**config.mk**
```make
export PLATFORM = sky130hd
export DESIGN_NAME = series_job_dispatcher
export DESIGN_NICKNAME = d
export VERILOG_FILES = /design/src/rtl/series_pkg.sv /design/src/rtl/sync_fifo.sv /design/src/rtl/series_job_dispatcher.sv
export SDC_FILE = /design/constraint.sdc
export NUM_CORES = 1
export LEC_CHECK = 0
export CORE_MARGIN = 5
export CORE_UTILIZATION = 27
export DETAILED_ROUTE_END_ITERATION = 10
export PLACE_DENSITY_LB_ADDON = 0.05
export SETUP_SLACK_MARGIN = 0.1
export SYNTH_ARGS = -nofsm -noshare
export SYNTH_HDL_FRONTEND = slang
export SYNTH_SLANG_ARGS = --single-unit
```
**constraint.sdc**
```tcl
create_clock -name clk -period 3.2 [get_ports clk]
set_input_delay 0.8 -clock clk [delete_from_list [all_inputs] [get_ports clk]]
set_output_delay 0.8 -clock clk [all_outputs]
set_load 0.02 [all_outputs]
```
**src/rtl/series_pkg.sv**
```systemverilog
// series_pkg: shared state encoding and default sizing for the series job dispatcher.
package series_pkg;
  localparam int XW_DEF = 8;
  localparam int RW_DEF = 16;
  localparam int DEPTH_DEF = 4;
  localparam int TMO_DEF = 64;
  typedef enum logic [2:0] {IDLE, START, WAIT_BUSY, WAIT_DONE, HOLD} state_t;
endpackage

```
**src/rtl/sync_fifo.sv**
```systemverilog
// sync_fifo: single-clock operand FIFO; caller never pushes when full nor pops when empty.
module sync_fifo #(
  parameter int W = 8,
  parameter int DEPTH = 4
) (
  input  logic         clk,
  input  logic         rst,
  input  logic         push,
  input  logic         pop,
  input  logic [W-1:0] din,
  output logic [W-1:0] dout,
  output logic         full,
  output logic         empty
);
  localparam int AW = $clog2(DEPTH);
  logic [W-1:0] mem [DEPTH];
  logic [AW-1:0] wr, rd;
  logic [AW:0] count;
  assign dout = mem[rd];
  assign full = count == (AW+1)'(DEPTH);
  assign empty = count == '0;
  always_ff @(posedge clk)
    if (push) mem[wr] <= din;
  always_ff @(posedge clk or posedge rst)
    if (rst) begin
      wr <= '0;
      rd <= '0;
      count <= '0;
    end else begin
      if (push) wr <= wr + 1'b1;
      if (pop) rd <= rd + 1'b1;
      count <= count + (AW+1)'(push) - (AW+1)'(pop);
    end
endmodule

```
**src/rtl/series_job_dispatcher.sv**
```systemverilog
// series_job_dispatcher: queues operands, runs one engine job at a time, returns results in order.
module series_job_dispatcher import series_pkg::*; #(
  parameter int XW = XW_DEF,
  parameter int RW = RW_DEF,
  parameter int DEPTH = DEPTH_DEF,
  parameter int TMO = TMO_DEF
) (
  input  logic          clk,
  input  logic          rst,
  input  logic          in_valid,
  input  logic [XW-1:0] in_x,
  output logic          in_ready,
  output logic          eng_start,
  output logic [XW-1:0] eng_x,
  input  logic          eng_ready,
  input  logic          eng_busy,
  input  logic [RW-1:0] eng_result,
  output logic          out_valid,
  output logic [RW-1:0] out_r,
  input  logic          out_ready,
  output logic          err
);
  localparam int TW = $clog2(TMO);
  state_t state;
  logic [TW-1:0] timer;
  logic [XW-1:0] head;
  logic push, pop, full, empty, capture, consume;
  assign in_ready = !full;
  assign push = in_valid & !full;
  assign pop = (state == IDLE) & !empty & eng_ready;
  assign consume = out_valid & out_ready;
  // A finished result may land while the previous one is being consumed in the same cycle.
  assign capture = (((state == WAIT_DONE) & eng_ready) | (state == HOLD)) & (!out_valid | out_ready);
  sync_fifo #(.W(XW), .DEPTH(DEPTH)) u_fifo (
    .clk(clk),
    .rst(rst),
    .push(push),
    .pop(pop),
    .din(in_x),
    .dout(head),
    .full(full),
    .empty(empty)
  );
  always_ff @(posedge clk or posedge rst)
    if (rst) begin
      state <= IDLE;
      timer <= '0;
      eng_start <= 1'b0;
      eng_x <= '0;
      out_valid <= 1'b0;
      out_r <= '0;
      err <= 1'b0;
    end else begin
      eng_start <= pop;
      if (pop) eng_x <= head;
      if (capture) begin
        out_r <= eng_result;
        out_valid <= 1'b1;
      end else if (consume) out_valid <= 1'b0;
      case (state)
        IDLE: if (pop) state <= START;
        START: state <= WAIT_BUSY;
        WAIT_BUSY:
          if (eng_busy) begin
            state <= WAIT_DONE;
            timer <= '0;
          end else if (timer == TW'(TMO - 1)) begin
            err <= 1'b1;
            state <= IDLE;
            timer <= '0;
          end else timer <= timer + 1'b1;
        WAIT_DONE: if (eng_ready) state <= capture ? IDLE : HOLD;
        HOLD: if (capture) state <= IDLE;
        default: state <= IDLE;
      endcase
    end
endmodule

```
# After elaboration in Yosys (flattened, before gate mapping)
# Memories as Yosys holds them, arrays and structs flattened. A register that Yosys moved wholly into a read port is not among the register bits.
# Cells that the tools add are included.
dict set report op_classes {
  n_reduce_logical 8
  bitwise 9
  addsub 5
  muxes 13
  eq_ne 10
}
# cell n
set op_table {}
lappend op_table {{$mux 3} 6}
lappend op_table {{$pmux 3 s5} 1}
lappend op_table {{$mux 6} 2}
lappend op_table {{$add 6x1->6 const B} 1}
lappend op_table {{$and 1x1->1} 6}
lappend op_table {{$eq 3x2->1 const B} 2}
lappend op_table {{$eq 3x3->1 const B} 2}
lappend op_table {{$eq 6x6->1 const B} 1}
lappend op_table {{$logic_not 3->1} 2}
lappend op_table {{$ne 2x2->1 const B} 3}
lappend op_table {{$add 2x1->2 const B} 2}
lappend op_table {{$mux 1} 4}
lappend op_table {{$reduce_and 4->1} 1}
lappend op_table {{$add 3x1->3} 1}
lappend op_table {{$eq 3x1->1 const B} 1}
lappend op_table {{$logic_not 1->1} 3}
lappend op_table {{$ne 3x3->1 const B} 1}
lappend op_table {{$reduce_and 3->1} 1}
lappend op_table {{$sub 3x1->3} 1}
lappend op_table {{$or 1x1->1} 2}
lappend op_table {{$reduce_bool 2->1} 1}
lappend op_table {{$not 1->1} 1}
dict set report totals {
  elab_cells 55
  register_bits 35
  ramBits 32
  n_memories 1
}
# memory words word_bits rd rd_ports_with_merged_regs wr line
set memory_table {}
lappend memory_table {u_fifo.mem 4 8 1 1 1 sync_fifo.sv:16} ;# logic [W-1:0] mem [DEPTH];

# Depth between registers and ports, before layout
dict set report logic_depth {
  ltp_word 7
  mapped_depth 10
  depth_no_buf 10
}

# Cells and area by module
# A second synthesis with hierarchy kept.
dict set report hier_totals {
  hier_cells 200
  area_unflattened_um2 3096.7
}
# module instances cells_per_inst seq_area_each_um2 area_each_um2
set modules_own_cells {}
lappend modules_own_cells {series_job_dispatcher 1 123 900.9 1550.2}
lappend modules_own_cells {sync_fifo 1 77 1136.1 1546.5}

# Worst setup path before layout
# No wires, ideal clock.
dict set report synth_path {
  path_type {input port to flip-flop}
  startpoint {in eng_ready}
  endpoint {reg u_fifo.count[2]}
  setup_time_ns 0.125
  slack_ns 0.726
  path_buffers 0
  t_required_ns 3.075
  t_arrival_ns 2.349
  stages 10
  cell_sequence {nor2b_1 > nand3_2 > inv_1 > ha_1 > inv_1 > ha_1 > inv_1 > fa_1 > xnor2_1 > xnor2_1}
}
dict set report synth_via {
  elab_chain_len 2
}
# item line
set synth_lines {}
lappend synth_lines {{start: declaration} series_job_dispatcher.sv:15} ;# input logic eng_ready,
lappend synth_lines {{$and 1x1->1} series_job_dispatcher.sv:30} ;# assign pop = (state == IDLE) & !empty & eng_ready;
lappend synth_lines {{via pop} series_job_dispatcher.sv:27} ;# logic push, pop, full, empty, capture, consume;
lappend synth_lines {{$sub 3x1->3} sync_fifo.sv:32} ;# count <= count + (AW+1)'(push) - (AW+1)'(pop);
lappend synth_lines {{end signal: assignment} sync_fifo.sv:32}
lappend synth_lines {{end: declaration} sync_fifo.sv:18} ;# logic [AW:0] count;
# The timed path passes the listed nets, and every way through them passes these cells.
# A chain may end at the register's enable or synchronous reset.

# Final worst setup path
# Same ends and word-level chain as after synthesis.

==> summary.txt <==
Outcome
  • Status: complete, no violations

CTS
  • Cts repair resizes: 0
  • Clk sink count: 75
  • TritonCTS clock tree: built
  • H-tree levels: 3
  • Clock-pin slew on the worst setup and hold paths: 60 ps
  • Cts hold-fix bufs: 0
  • Worst-Skew Late Latency: 330 ps
  • Setup Buffers After CTS: 0
  • CTS Buf Count: 9
  • Max Root-Sink Buffers: 2
  • Clk Tree Root Cell: clkbuf_16

Pwr
  • Maximum VDD drop: about 380 uV
  • Power Dens Cells: about 950 mW/mm2
  • P_leak: 1.60 nW

STA
  • Final-report max-slew violation count: 0
  • Min setup slack post-route: between 600 and 700 ps
  • Fmax: slightly below 400 MHz
  • Slew @ Worst Pin: between 600 and 700 ps
  • RSZ-0062 raised after global routing: false
  • Final Cycle Share: 80.3%
  • Setup TNS: 0 ps
  • Max-slew headroom: between 50 and 60%
  • Layout Skew: between 4 and 5 ps
  • Crit path time final: between 2000 and 3000 ps
  • Setup-failing EPs final: 0
  • Fin. Hold Viols: 0

Critical path
  • WP buf/inv: 4
  • Worst endpoint required time: approximately 3500 ps
  • Startpoint Class: primary input
  • Critical path endpoint category: flip-flop
  • Crit path top cell by count: inv_1
  • Critical Path Fanout Max: 2
  • Max stage delay on crit path: roughly 480 ps
  • Critical path cell sequence: clkdlybuf4s50_1 -> nor2b_1 -> nand3_2 -> inv_1 -> ha_1 -> inv_1 -> ha_1 -> inv_1 -> fa_1 -> xnor2_1 -> xnor2_1
  • Critical Path AT: 2820 ps
  • Critical path class: in -> reg
  • Cell family with most CP delay: adder cells
  • Slowest cell on crit path: clkdlybuf4s50_1

Synth
  • Adder-Cell Fraction of Synth Area: 3.50%
  • Yosys warning total: 0
  • Post-synthesis simple-gate area fraction: approximately 7.7%
  • Fraction of the mapped netlist area in compound gates: under 10%
  • Count of different cell masters after synthesis: 41
  • Mux cell area share after synthesis: 15.4%
  • Synthesized Nets: about 230
  • Synth Area in XOR/XNOR: 1.43%
  • Syn avg cell area: about 16 um2
  • Yosys reg bits: 75
  • Post-Syn Area: around 0.003 mm2
  • Synth Instances: approximately 190
  • Largest family of logic cells by synthesized area: multiplexers
  • Post-synthesis sequential area ratio: about two thirds

Floorplanning
  • IO Count: 58
  • Die width: roughly 120 um
  • Initial Utilization: between 20% and 30%
  • Die span in y: around 120 um
  • Die area: between 0.01 and 0.015 mm2
  • Core outline area: between 0.01 and 0.015 mm2
  • Row cnt: 39

Finish
  • Seq. cell area: 0.00204 mm2
  • ANT cells: 0
  • Commonest non-fill, non-tap cell in the layout: clkdlybuf4s50_1
  • Area grow syn2layout: 34.8%
  • Fill cell count: roughly 1,100
  • Most frequent cells in the layout: clkdlybuf4s50_1 (57), dfrtp_1 (43), edfxtp_1 (32)
  • Multi-input gate area: 976 um2
  • Share of cells above drive strength 1: a little under a fifth
  • Fin util: a little under two fifths
  • Nets@finish: 297

Routing
  • Routed wire per std cell: 14.8 um
  • ANT nets after route: 0
  • Routed vias: ~1,800
  • Routed vias/inst: around 4.3
  • DRT iter0 DRCs: 52
  • Final wirelength: around 6000 um
  • TritonRoute pass-1 iters: 4
  • DRC viols: 0

Global route
  • Total GRT Usage: roughly a tenth
  • First-pass GRT wire length: 9840 um
  • Largest net degree at the start of global routing: 25
  • Total grt overflow: 0
  • Initial antenna violation count: 0
  • Vias in the first global route: 1,876

Min path
  • Worst Hold Class: reg -> reg

Placed design
  • Routability cong.: 0.703
  • Pre-CTS setup slack: 314 ps
  • Port Buffers: 57
  • Post-DP HPWL: slightly above 4000 um

Run
  • Max Cap Violations: 0
## flip-flops by register name, summed over array words and instances (netlist names)
name,cells
out_r,16
err,1
out_valid,1
state,3
eng_start,1
u_fifo.rd,2
u_fifo.wr,2
u_fifo.mem,32
timer,6
u_fifo.count,3
eng_x,8
## synthesized netlist by cell type
master	count	area, um2
a21boi_1	1	7.51
a21boi_4	1	18.8
a21oi_1	1	5.00
a31oi_1	1	6.26
and2_1	5	31.3
and2b_1	1	7.51
buf_1	1	3.75
buf_2	1	5.00
buf_6	1	11.3
clkbuf_1	1	3.75
dfrtp_1	43	1080
edfxtp_1	32	961
fa_1	1	20.0
ha_1	7	87.6
inv_1	9	33.8
mux2_1	10	113
mux2_2	15	169
mux2i_1	1	10.0
mux4_2	8	180
nand2_1	9	33.8
nand2b_1	3	18.8
nand3_1	3	15.0
nand3_2	1	10.0
nand3b_1	1	7.51
nand4_1	1	6.26
nand4b_1	1	8.76
nor2_1	4	15.0
nor2b_1	2	12.5
nor3_1	1	5.00
nor4b_1	1	8.76
o211ai_2	1	12.5
o21ai_0	9	45.0
o21bai_1	1	7.51
o31ai_1	2	15.0
or2_0	1	6.26
or3_1	1	6.26
or3b_1	1	8.76
or3b_2	1	8.76
or4_4	1	11.3
or4b_4	1	13.8
xnor2_1	5	43.8
## cells by family (layout without fill, tap and decap cells)
logic type / after synthesis / count (layout)
adders and majority gates: 8 / 8
buffers and inverters: 13 / 86
DFF: 75 / 75
xor gates and xnor gates: 5 / 5
muxes: 34 / 34
AOI/OAI and AO/OA: 17 / 17
and+or+nand+nor: 39 / 39
## stage by stage
step,instances,hold slack (ps),power [mW],cell area [um2]
after CTS,407,479,4.04,4140
after detailed placement,391,464,3.02,3840
after global routing,407,504,4.24,4140
after global placement,391,455,3.01,3840
after floorplan,191,467,2.42,3070
final,407,467,3.95,4140
## worst register-to-register path, stage by stage, from the launching register on
cell     delay (ps)
dfrtp_1         430
or3_1           450
nand3_2         110
inv_1            50
ha_1            280
inv_1            50
ha_1            130
inv_1            50
fa_1            370
xnor2_1         180
xnor2_1         130
## power by group
| part | internal [mW] | switching [mW] |
|---|---|---|
| sequential | 1.36 | 0.244 |
| combinational | 0.736 | 0.617 |
| clock | 0.608 | 0.389 |
| total | 2.70 | 1.25 |
## final timing paths
kind | from | cells past startpoint | endpoint | slack [ps]
max in group asynchronous | rst | 3 | u_fifo.wr[0] | 1850
min in group asynchronous | rst | 2 | out_r[12] | 830
worst max-delay path | eng_ready | 11 | u_fifo.count[2] | 630
worst max register to register | u_fifo.count[1] | 10 | u_fifo.count[2] | 890
worst min register to register | err | 2 | err | 470
worst min-delay path | err | 2 | err | 470
## layer usage
metal / global-route usage [%] / part of all wire (%)
met1: 12.7 / 46
met2: 14.6 / 45
met4: 3.90 / 1.8
met3: 3.37 / 7.3
met5: 0 / 0
## area by class of cell
| cell class | count | share of cell area [%] |
|---|---|---|
| Clock buffer | 9 | 5.44 |
| Inverter | 9 | 0.816 |
| Timing Repair Buffer | 61 | 14.8 |
| Clock inverter | 7 | 1.84 |
| Tap cell | 143 | 4.32 |
| Sequential cell | 75 | 49.2 |
| Multi-Input combinational cell | 103 | 23.6 |
No activity file was read; power rests on OpenSTA's default activity.
